$ cat src/rtl/like_alu_if.sv
// Operand/opcode/result bundle between the register stage and the like_alu datapath leaf.
// The ovf signal exists only when LIKE_ALU_OVF_EN is defined.
interface like_alu_if #(
    parameter int WIDTH = 5
);
    logic [WIDTH-1:0] InpA;
    logic [WIDTH-1:0] InpB;
    logic [1:0]       Select;
    logic [WIDTH-1:0] out;
    logic             carry;
    logic             zero;
`ifdef LIKE_ALU_OVF_EN
    logic             ovf;
`endif

    modport master (
        output InpA, InpB, Select,
`ifdef LIKE_ALU_OVF_EN
        input  ovf,
`endif
        input  out, carry, zero
    );

    modport slave (
        input  InpA, InpB, Select,
`ifdef LIKE_ALU_OVF_EN
        output ovf,
`endif
        output out, carry, zero
    );
endinterface

$ cat src/rtl/like_alu.sv
// 4-function ALU (ADD/SUB/AND/OR) with registered result and flags, one-cycle latency.
// Define LIKE_ALU_OVF_EN to add a registered signed-overflow flag.
module like_alu #(
    parameter int WIDTH = 5
) (
    input  logic      clk,
    input  logic      reset,
    like_alu_if.slave bus
);
    localparam int MSB = WIDTH - 1;

    logic [WIDTH:0]   sum;
    logic [WIDTH:0]   diff;
    logic [WIDTH-1:0] res;
    logic             cy;

    // Extra top bit gives carry on ADD and borrow (A < B) on SUB.
    assign sum  = {1'b0, bus.InpA} + {1'b0, bus.InpB};
    assign diff = {1'b0, bus.InpA} - {1'b0, bus.InpB};

    always_comb begin
        res = '0;
        cy  = 1'b0;
        case (bus.Select)
            2'b00:   begin res = sum[MSB:0];  cy = sum[WIDTH];  end
            2'b01:   begin res = diff[MSB:0]; cy = diff[WIDTH]; end
            2'b10:   res = bus.InpA & bus.InpB;
            2'b11:   res = bus.InpA | bus.InpB;
            default: begin res = '0; cy = 1'b0; end
        endcase
    end

`ifdef LIKE_ALU_OVF_EN
    logic ov;
    always_comb begin
        ov = 1'b0;
        case (bus.Select)
            2'b00:   ov = (bus.InpA[MSB] == bus.InpB[MSB]) && (res[MSB] != bus.InpA[MSB]);
            2'b01:   ov = (bus.InpA[MSB] != bus.InpB[MSB]) && (res[MSB] != bus.InpA[MSB]);
            default: ov = 1'b0;
        endcase
    end
`endif

    // zero comes from the fresh result so it lines up with the out it describes.
    always_ff @(posedge clk or posedge reset) begin
        if (reset) begin
            bus.out   <= '0;
            bus.carry <= 1'b0;
            bus.zero  <= 1'b1;
`ifdef LIKE_ALU_OVF_EN
            bus.ovf   <= 1'b0;
`endif
        end else begin
            bus.out   <= res;
            bus.carry <= cy;
            bus.zero  <= (res == '0);
`ifdef LIKE_ALU_OVF_EN
            bus.ovf   <= ov;
`endif
        end
    end
endmodule

$ cat src/flat_wrapper.sv
// flat-port wrapper written by rule: the top's interface ports become plain ports
module like_alu_flat 
#(
    parameter int WIDTH = 5
)
  (clk, reset, bus_InpA, bus_InpB, bus_Select, bus_out, bus_carry, bus_zero);
  like_alu_if #(.WIDTH(WIDTH)) bus_i ();
  input  logic clk;
  input  logic reset;
  input wire logic [$bits(bus_i.InpA)-1:0] bus_InpA;
  input wire logic [$bits(bus_i.InpB)-1:0] bus_InpB;
  input wire logic [$bits(bus_i.Select)-1:0] bus_Select;
  output wire logic [$bits(bus_i.out)-1:0] bus_out;
  output wire logic [$bits(bus_i.carry)-1:0] bus_carry;
  output wire logic [$bits(bus_i.zero)-1:0] bus_zero;
  assign bus_i.InpA = bus_InpA;
  assign bus_i.InpB = bus_InpB;
  assign bus_i.Select = bus_Select;
  assign bus_out = bus_i.out;
  assign bus_carry = bus_i.carry;
  assign bus_zero = bus_i.zero;
  like_alu #(.WIDTH(WIDTH)) u_core (.clk(clk), .reset(reset), .bus(bus_i));
endmodule
$ cat config.mk
export PLATFORM = sky130hd
export DESIGN_NAME = like_alu_flat
export DESIGN_NICKNAME = d
export VERILOG_FILES = /design/src/rtl/like_alu_if.sv /design/src/rtl/like_alu.sv /design/src/flat_wrapper.sv
export SDC_FILE = /design/constraint.sdc
export NUM_CORES = 1
export LEC_CHECK = 0
export CAP_MARGIN = 40
export CORE_ASPECT_RATIO = 1.5
export CORE_UTILIZATION = 35
export DETAILED_ROUTE_END_ITERATION = 8
export SLEW_MARGIN = 20
export SYNTH_ARGS = -nofsm -noshare
export SYNTH_HDL_FRONTEND = slang
export SYNTH_SLANG_ARGS = --single-unit
$ cat constraint.sdc
create_clock -name clk -period 0.8 [get_ports clk]
set_input_delay 0.2 -clock clk [delete_from_list [all_inputs] [get_ports clk]]
set_output_delay 0.2 -clock clk [all_outputs]
set_load 0.02 [all_outputs]
==> summary.txt <==
outcome: finished with violations
Final setup viols: 14
commonest non-fill, non-tap cell in the layout: buf_4
DR vias/cell: 5.08
Synth area leaders: ha_1 23%, dfrtp_1 18%, inv_1 7.7%
Ports: 21
Setup CP Type: input pin to flip-flop
Critical Path AT: 2070 ps
Die Width: 41.8 um
IO Port Bufs: 20
max cap viols: 0
Top FF cell, synth: dfrtp_1
largest net degree at the start of global routing: 10
internal power: 1.13 mW
Bufs on Longest Clock Path: 2
Period Utilization, post-route: 2.37
Worst Hold Class: input pin to asynchronous set/reset pin
Syn Inst Count: 91
initial drt markers: 11
Initial Util: 0.373
TritonRoute pass-1 iters: 4
die extent in y: 61.8 um
DRC: 0
global-route wire length before repair: 3590 um
DR vias: 889
Sequential Power Share: 0.251
clk sinks: 7
M1 GR Usage: 0.149
failing checks: setup timing
initial antenna violation count: 0
Layout fillers: 178
area leader, netlist: ha_1
Power, Total: 1.67 mW
post-synth top area share: 0.225
Worst EP required: 980 ps
Worst VDD drop: 477 uV
Crit. End Element: flip-flop
Slew Limit Headroom: 0.751
Distinct cells, synth: 34
TritonCTS buffer count: 3
crit start category: input pin
Routed WL: 2260 um
met2 Track Usage GR: 0.424
row cnt: 21
minimum clock period after layout: 1890 ps
hold slack: 173 ps
Pwr Density: 1070 mW/mm^2
most frequent cells in the layout: 31 x buf_4, 17 x buf_6, 10 x inv_1
clock power share: 0.182
layout cells sized above 1: 0.572
Hold Buf Count CTS: 0
Final Util: 0.703
ANT cells: 0
die area: 0.00258 sq mm
CP max FO: 2
crit path from: bus_InpA[0]
GP Congestion: 0.838
RSZ-0062 raised after global routing: yes
drt wl/cell: 12.9 um
combinational power share: 0.566
Core Region: 0.00223 sq mm
Async SR Flop Fraction: 1.00
CTS clock-pin slew for the worst setup and hold paths: 50 ps
Highest Clock Rate: 528 MHz
final worst slack: -1090 ps
GRT busiest layer: met2
Psw: 545 uW
Avg Inst Size Synth: 9.16 sq um
Post-synth EDFFs: 0
Synth Register Bits: 7
NumNets Final: 184
Slew @ Worst Pin: 373 ps
Overflow after GRT: 0
met3 Track Usage GR: 0.0116
Max Transition Viols Final: 0
final hold violation count: 0
leakage: 0.758 nW
Area Overhead vs Synth: 88.4%
synth warn: 0
post-place setup slack: -1770 ps
Net Count, Synth: 122
post-detail-place hpwl: 1670 um
H-tree levels: 1
Root Driver: clkbuf_4
sequential share of the synthesized area: 0.212
worst setup path endpoint: u_core.bus.zero
post-route ant nets: 0
mapped cell area: 833 sq um
vias in the first global route: 888
Sw Ratio: 0.326
GRT Overall Usage: 0.185
CTS tree: yes
-- worst min path at each step --
stage / endpoint / slack, ps / depth (start not counted)
floorplan: u_core.bus.carry / 3 / 1
global placement: u_core.bus.out[4] / 440 / 2
detailed placement: u_core.bus.out[4] / 440 / 2
CTS: u_core.bus.out[3] / 170 / 2
global route: u_core.bus.out[1] / 200 / 2
finish: u_core.bus.out[3] / 170 / 2
-- synthesized netlist by cell type (all sizes together), types with 2 or more instances --
library cell	number
nor3	4
fa	2
a21oi	8
buf	3
inv	18
xnor2	2
o21ai	2
nor2	2
or3	2
nand3	3
mux2i	3
nand2b	2
dfrtp	6
a2111oi	2
nand2	4
ha	15
-- layout make-up --
class                   instances  area (sq um)  share of cell area
well taps                      23          28.8              0.0183
repair buffers                 60           554               0.353
inverters                      18          85.1              0.0542
multi-input cells              63           699               0.445
clock buffers                   4          26.3              0.0167
flip-flops and latches          7           176               0.112
-- layer usage --
| layer | vias to the layer above | wire [um] | share of wire |
|---|---|---|---|
| li1 | 429 | - | - |
| met1 | 419 | 726 | 0.32 |
| met2 | 35 | 1410 | 0.63 |
| met3 | 6 | 88 | 0.039 |
| met4 | 0 | 33 | 0.015 |
| met5 | - | 0 | 0 |
-- logic make-up after synthesis --
group	share of synthesized area
mux	0.0631
simple gates	0.155
fa+ha+maj	0.273
xor+xnor	0.0210
buf+inv	0.107
compound gates	0.170
flops	0.212
-- sequential cells by signal, indices dropped and copies added, names as in the netlist --
signal and flops:
u_core.bus.carry 1, u_core.bus.out 5, u_core.bus.zero 1
-- critical path: stages --
cell and delay (ps):
buf_8 80, buf_6 110, inv_12 30, ha_4 140, inv_2 50, fa_2 420
mux4_2 490, or3_1 370, nor3_2 170
-- power by group through the flow --
stage / clock network [mW] / logic (mW) / registers, mW
after global routing: 0.331 / 1.02 / 0.423
after CTS: 0.320 / 0.884 / 0.422
final: 0.305 / 0.948 / 0.421
after floorplan: 0 / 0.321 / 0.474
after global placement: 0 / 0.731 / 0.415
after detailed placement: 0 / 0.748 / 0.418
-- metrics by stage --
| step | setup TNS (ps) | std cells | instance area, sq um |
|---|---|---|---|
| 3_3_place_gp | -11610 | 161 | 1310 |
| 3_5_place_dp | -11900 | 161 | 1310 |
| 5_1_grt | -6380 | 175 | 1570 |
| 6_report | -5940 | 175 | 1570 |
| 4_1_cts | -6300 | 171 | 1500 |
| 2_1_floorplan | -4280 | 91 | 877 |
-- what timing repair did --
item,in CTS,in global routing
endpoints found under the setup margin,14,14
endpoints found under the hold margin,0,0
gates resized for setup,101,14
pin swaps,13,11
buffers inserted,6,5
Power figures use the tool's default switching activity.
